### src/rtl/ariane_pkg.sv
// Minimal ariane_pkg providing the transaction-id width shared with the scoreboard.
package ariane_pkg;
    localparam int unsigned TRANS_ID_BITS = 3;
endpackage

### src/rtl/mac8_acc_commit.sv
// Speculative MAC8 accumulator buffer: FU results queue in order and retire into the
// architectural accumulator on commit. Optional committed-overflow tracking: MAC8_OVF_STICKY_EN.
module mac8_acc_commit
    import ariane_pkg::*;
#(
    parameter int unsigned DEPTH = 4
) (
    input  logic                       clk_i,
    input  logic                       rst_ni,
    input  logic                       res_valid_i,
    output logic                       res_ready_o,
    input  logic signed [31:0]         res_value_i,
    input  logic [TRANS_ID_BITS-1:0]   res_trans_id_i,
    input  logic                       res_ovf_i,
    input  logic                       commit_valid_i,
    input  logic [TRANS_ID_BITS-1:0]   commit_trans_id_i,
    output logic                       commit_ack_o,
    output logic                       commit_err_o,
    input  logic                       flush_i,
    output logic signed [31:0]         spec_acc_o,
    output logic signed [31:0]         arch_acc_o,
    output logic [$clog2(DEPTH):0]     count_o,
    output logic                       ovf_sticky_o
);

    localparam int unsigned PTR_W = $clog2(DEPTH);
    localparam int unsigned CNT_W = PTR_W + 1;

    logic signed [31:0]        r_val [DEPTH];
    logic [TRANS_ID_BITS-1:0]  r_id  [DEPTH];
    logic [PTR_W-1:0]          r_head;
    logic [PTR_W-1:0]          r_tail;
    logic [CNT_W-1:0]          r_count;
    logic signed [31:0]        r_arch;

    logic                      w_not_empty;
    logic                      w_hit;
    logic                      w_push;
    logic [PTR_W-1:0]          w_tail_m1;

    assign w_not_empty  = (r_count != '0);
    assign res_ready_o  = (r_count < CNT_W'(DEPTH));
    assign w_hit        = commit_valid_i && w_not_empty && (r_id[r_head] == commit_trans_id_i);
    // A push in a flush cycle would be speculative work the flush is discarding.
    assign w_push       = res_valid_i && res_ready_o && !flush_i;

    assign commit_ack_o = w_hit;
    assign commit_err_o = commit_valid_i && !w_hit;

    assign w_tail_m1    = r_tail - PTR_W'(1);
    assign spec_acc_o   = w_not_empty ? r_val[w_tail_m1] : r_arch;
    assign arch_acc_o   = r_arch;
    assign count_o      = r_count;

    always_ff @(posedge clk_i) begin
        if (!rst_ni) begin
            r_head  <= '0;
            r_tail  <= '0;
            r_count <= '0;
            r_arch  <= '0;
        end else begin
            if (w_hit) begin
                r_arch <= r_val[r_head];
            end
            // Commit lands in r_arch above before the flush empties the queue.
            if (flush_i) begin
                r_head  <= '0;
                r_tail  <= '0;
                r_count <= '0;
            end else begin
                if (w_hit) begin
                    r_head <= r_head + PTR_W'(1);
                end
                if (w_push) begin
                    r_tail <= r_tail + PTR_W'(1);
                end
                case ({w_push, w_hit})
                    2'b10:   r_count <= r_count + CNT_W'(1);
                    2'b01:   r_count <= r_count - CNT_W'(1);
                    default: r_count <= r_count;
                endcase
            end
        end
    end

    always_ff @(posedge clk_i) begin
        if (w_push) begin
            r_val[r_tail] <= res_value_i;
            r_id[r_tail]  <= res_trans_id_i;
        end
    end

`ifdef MAC8_OVF_STICKY_EN
    logic r_ovf [DEPTH];
    logic r_sticky;

    always_ff @(posedge clk_i) begin
        if (w_push) begin
            r_ovf[r_tail] <= res_ovf_i;
        end
    end

    always_ff @(posedge clk_i) begin
        if (!rst_ni) begin
            r_sticky <= 1'b0;
        end else if (w_hit && r_ovf[r_head]) begin
            r_sticky <= 1'b1;
        end
    end

    assign ovf_sticky_o = r_sticky;
`else
    logic w_unused_ovf;
    assign w_unused_ovf = res_ovf_i;
    assign ovf_sticky_o = 1'b0;
`endif

endmodule

### config.mk
export PLATFORM = sky130hd
export DESIGN_NAME = mac8_acc_commit
export DESIGN_NICKNAME = d
export VERILOG_FILES = /design/src/rtl/ariane_pkg.sv /design/src/rtl/mac8_acc_commit.sv
export SDC_FILE = /design/constraint.sdc
export NUM_CORES = 1
export LEC_CHECK = 0
export ABC_AREA = 1
export CAP_MARGIN = 20
export CORE_ASPECT_RATIO = 0.9
export CORE_MARGIN = 4
export CORE_UTILIZATION = 40
export CTS_CLUSTER_DIAMETER = 80
export DETAILED_ROUTE_END_ITERATION = 16
export GPL_ROUTABILITY_DRIVEN = 0
export HOLD_SLACK_MARGIN = 0.03
export PLACE_DENSITY = 0.7
export RECOVER_POWER = 25
export SETUP_SLACK_MARGIN = 0.1
export SKIP_LAST_GASP = 1
export SLEW_MARGIN = 20
export SYNTH_ARGS = -nofsm -noshare
export SYNTH_HDL_FRONTEND = slang
export SYNTH_SLANG_ARGS = --single-unit
### constraint.sdc
create_clock -name clk_i -period 8.8 [get_ports clk_i]
set_input_delay 1.76 -clock clk_i [delete_from_list [all_inputs] [get_ports clk_i]]
set_output_delay 1.76 -clock clk_i [all_outputs]
set_load 0.005 [all_outputs]
==> results of run 1 <==
## state kept, by name, indices dropped and copies added (netlist names), named ones only
signal / flops
r_head: 2
r_id: 12
count_o: 3
r_tail: 2
arch_acc_o: 32
r_val: 128
## per-stage QoR
step | hold slack [ps] | area, um^2 | util | worst slack (ps) | total power [mW]
after floorplan | 489.7 | 8364 | - | 4562 | 1.030
after global placement | 491.6 | 9684 | 0.4772 | 2983 | 1.097
after detailed placement | 499.7 | 9684 | 0.4772 | 2982 | 1.099
after CTS | 515.2 | 10310 | 0.5082 | 2970 | 1.907
after global routing | 533.9 | 10320 | 0.5087 | 2834 | 1.956
final | 508.3 | 10330 | 0.5088 | 2969 | 1.892
## logic make-up (layout without fill, tap and decap cells)
kind of cell / after synthesis / count (layout) / synth area share
and+or+nand+nor: 276 / 276 / 0.1426
buffers and inverters: 152 / 246 / 0.07509
DFF: 181 / 181 / 0.6007
adders and majority gates: 6 / 6 / 0.009873
other: 1 / 6 / 0.0004483
AOI/OAI and AO/OA: 270 / 270 / 0.1713
## placed cells by master (no fill, tap or decap), drive strengths merged
| master | n |
|---|---|
| clkbuf | 18 |
| o21ai | 133 |
| clkinvlp | 2 |
| clkinv | 5 |
| fa | 1 |
| conb | 1 |
| dlygate4sd3 | 25 |
| edfxtp | 140 |
| bufinv | 4 |
| clkdlybuf4s50 | 87 |
| ha | 5 |
| nor2 | 109 |
| diode | 5 |
| a31oi | 32 |
| and2 | 2 |
| nand2 | 56 |
| nand3 | 108 |
| buf | 16 |
| dfxtp | 41 |
| nor3 | 1 |
| a21oi | 105 |
| inv | 89 |
## path summary, 6_finish.rpt
| check | cells past startpoint | slack (ps) | end |
|---|---|---|---|
| min reg2reg | 2 | 510 | arch_acc_o[23]$_SDFFE_PN0P_ |
| max | 8 | 2970 | commit_ack_o |
| max reg2reg | 15 | 5580 | count_o[2]$_SDFFE_PP0P_ |
| min | 2 | 510 | arch_acc_o[23]$_SDFFE_PN0P_ |
## report_power, final
| group | internal, mW | switching [mW] | total [mW] | leakage [nW] |
|---|---|---|---|---|
| clock network | 0.479 | 0.333 | 0.812 | 0.303 |
| logic | 0.0560 | 0.0842 | 0.140 | 1.79 |
| registers | 0.933 | 0.00590 | 0.939 | 1.60 |
## worst max-delay path, stage by stage
cell,delay (ps)
clkdlybuf4s50_1,510
inv_1,50
nand3_1,70
nand2_1,80
nor2_4,70
buf_4,680
and2_1,280
clkdlybuf4s50_1,520
## per-layer routing
layer  part of all wire  track usage
met1               0.41       0.2566
met2               0.47       0.3169
met3              0.098      0.04793
met4              0.015      0.06753
met5                  0            0
## Yosys cell counts, drive strengths merged
cell type  count  area [um^2]
edfxtp       140         4204
o21ai        133        665.6
nor2         109        424.2
nand3        108        540.5
a21oi        105        566.8
inv           86        322.8
nand2         56        210.2
dfxtp         41        820.8
clkbuf        39        146.4
a31oi         32        200.2
buf           27        158.9
ha             5        62.56
and2           2        12.51
conb           1        3.750
fa             1        20.02
nor3           1        5.000
## layout make-up
type	count	area, um^2
Tap cell	280	350.3
Clock buffer	18	429.2
Clock inverter	14	200.2
Multi-Input combinational cell	553	2741
Antenna cell	5	12.51
Fill cell	1831	9967
Timing Repair Buffer	128	1241
Sequential cell	181	5029
Inverter	86	322.8
==> impl_metrics.ini, run 1 <==
[die]
rows = 49
coreArea_um2 = 20290
die_y_um = 145.2
ios = 115
start_util = 0.4122
die_area_um2 = 23290
die_w_um = 160.4

[sta]
timing_hold_violations_final = 0
fin_crit_ps = 5831
rsz0062_at_grt = false
fin_crit_sh = 0.6627
setup_tns_ps = 0
max_freq_ghz = 0.1715
skew_ps = 12.15
worst_pin_slew_ps = 955.1
slew-limit-headroom = 0.3633
finalSetupViolCount = 0
drv_slew = 0

[logic_synthesis]
synth_nets = 936
seq_area_frac_synth = 0.6007
ys_types = 24
yosys_register_bits = 181
syn_inst = 886
synth_area_per_cell_um2 = 9.440
synthesis.area_um2 = 8364
yosys_warnings = 0

[clock_tree]
worstSkewPairLatency_ps = 430
clock-sinks = 181
holdBufCountCts = 0
htree_levels = 4
post_cts_buffers = 0
clk_path_buf_depth = 2
cts_resized = 0
cts_root_buf = clkbuf_16
tritoncts = done
clk_transition_reported_paths_ps = 70
cts_buffers = 17

[hold_path]
hold_class = flip-flop to flip-flop
worstHoldStart = arch_acc_o[23]$_SDFFE_PN0P_

[finish]
areaGrowthSynthToFinish_pct = 23.46
nNetsFinal = 1017
layout-drive-gt1-share = 0.07143
fin_cells = 1265

[run]
cap_violations = 0

[route]
num_vias = 6838
wl_per_cell_um = 18.25
drt_first_iter_violations = 644
routed_via_density = 5.406
drtPass1Iterations = 5
drc_errors = 0
totalWireLength_um = 23090
ant_nets = 0

[setup_path]
arrival_ps = 4070
required_ps = 7040
worstSetupStartpoint = commit_trans_id_i[1]
endpoint_kind = output pin
cp_max_fo = 69
startpoint_type = input pin
worstSetupPathType = input pin to output pin

[grt]
grt-ovfl-total = 0
antenna_found_initial = 4
grt_max_degree = 70
grt_usage = 0.1952
grt_pass1_wl_um = 35850
first_global_vias = 6576

[place]
hpwl_um = 12870
portBuffers = 112
place_inst = 1228

[pwr]
vdd_drop_max_mv = 0.1273
power.density_nw_per_um2 = 183.2
p_leak_nw = 3.697

[status]
status = completed
(Power assumes the default switching activity.)
==> run 2, diff against run 1 <==
clock period = 5.8 ns   (was 8.8 ns; I/O delays follow)
==> impl_metrics.ini, run 2 (synthesis results as in run 1) <==
[status]
status = completed

[clock_tree]
clk_transition_reported_paths_ps = 70
tritoncts = done
worstSkewPairLatency_ps = 430
clk_path_buf_depth = 2
htree_levels = 4
clock-sinks = 181
cts_root_buf = clkbuf_16
cts_resized = 0
post_cts_buffers = 0
holdBufCountCts = 0
cts_buffers = 17

[grt]
grt_max_degree = 69
grt-ovfl-total = 0
first_global_vias = 6598
grt_pass1_wl_um = 35490
grt_usage = 0.1957
antenna_found_initial = 0

[finish]
nNetsFinal = 1018
largest_register = r_val
multi_input_area_um2 = 2741
layout_common_cells = 140 x edfxtp_1, 133 x o21ai_0, 108 x nand3_1
final_core_util = 0.5040
areaGrowthSynthToFinish_pct = 22.29
largest_reg_flops = 128
layout-drive-gt1-share = 0.06830
fin_cells = 1262
fillers = 1823
fin_area_um2 = 10230
regArea_um2 = 5029
layout_commonest_cell = edfxtp_1

[sta]
slew-limit-headroom = 0.3461
whs_ps = 508.9
worst_pin_slew_ps = 978.5
setup_tns_ps = 0
rsz0062_at_grt = false
max_freq_ghz = 0.2468
finalSetupViolCount = 0
timing_hold_violations_final = 0
drv_slew = 0
skew_ps = 12.24
fin_crit_ps = 4051
fin_crit_sh = 0.6985

[place]
place_inst = 1229
portBuffers = 112
hpwl_um = 13050
place_area_um2 = 9692

[route]
drt_first_iter_violations = 660
routed_via_density = 5.391
drtPass1Iterations = 5
totalWireLength_um = 23020
wl_per_cell_um = 18.24
ant_nets = 0
num_vias = 6804
drc_errors = 0

[pwr]
power.density_nw_per_um2 = 263.2
vdd_drop_max_mv = 0.1710
p_leak_nw = 3.665

[setup_path]
path_common_cell = inv_1
startpoint_type = flip-flop
crit_slowest_cell = clkdlybuf4s50_1
cp_max_fo = 17
crit_chain = inv_1 > ha_1 > inv_1 > buf_4 > a21oi_1 > o21ai_0 > a31oi_1 > clkdlybuf4s50_1
worstSetupPathType = flip-flop to output pin
arrival_ps = 2890
required_ps = 4640
endpoint_kind = output pin
slowest_delay_ps = 580

[die]
die_area_um2 = 23290
die_w_um = 160.4
start_util = 0.4122
coreArea_um2 = 20290
die_y_um = 145.2
ios = 115
rows = 49

[run]
cap_violations = 0

[hold_path]
hold_class = flip-flop to flip-flop
run 2: cell count changes in the layout (fill, tap and decap cells not counted), moves of 2 or more:
cell	previous run	this run
clkinv_2	2	6
diode_2	5	1
bufinv_16	4	1
clkinv_1	0	3
clkinv_4	3	1
inv_6	2	0
run 2: routing by layer:
metal / wire [um] / global-route usage / vias to the layer above
met4: 343 / 0.07312 / 0
li1: - / - / 3257
met1: 9417 / 0.2448 / 3207
met3: 2013 / 0.04765 / 34
met5: 0 / 0 / -
met2: 11250 / 0.3295 / 306
run 2: stage by stage:
step	power (mW)	setup slack [ps]
6_report	2.692	1749
3_3_place_gp	1.665	1890
3_5_place_dp	1.668	1895
5_1_grt	2.789	1543
4_1_cts	2.715	1739
2_1_floorplan	1.563	2426
run 2: report_power, final:
part / switching, mW / internal (mW) / leakage [nW]
registers: 0.00851 / 1.42 / 1.60
clock network: 0.462 / 0.593 / 0.266
logic: 0.127 / 0.0848 / 1.80
total: 0.598 / 2.09 / 3.67
run 2: final cells by class:
class,count,share of cell area
diodes,1,0.0002446
clock buffers,20,0.04367
clock inverters,12,0.008563
inverters,86,0.03156
multi-input cells,553,0.2680
flip-flops and latches,181,0.4916
well taps,280,0.03425
repair buffers,129,0.1221
run 2: worst paths after layout:
path | endpoint | slack, ps | cells past startpoint | startpoint
min | arch_acc_o[25]$_SDFFE_PN0P_ | 510 | 2 | arch_acc_o[25]$_SDFFE_PN0P_
max reg2reg | arch_acc_o[9]$_SDFFE_PN0P_ | 3060 | 8 | r_head[1]$_SDFFE_PP0P_
min reg2reg | arch_acc_o[25]$_SDFFE_PN0P_ | 510 | 2 | arch_acc_o[25]$_SDFFE_PN0P_
max | spec_acc_o[2] | 1750 | 8 | r_tail[1]$_SDFFE_PP0P_
run 2: worst max-delay path: cells and delay by family (launching register included):
family	cells	cell delay, ps
buffers and inverters	4	1270
AOI/OAI and AO/OA	3	540
DFF	1	350
adders and majority gates	1	290
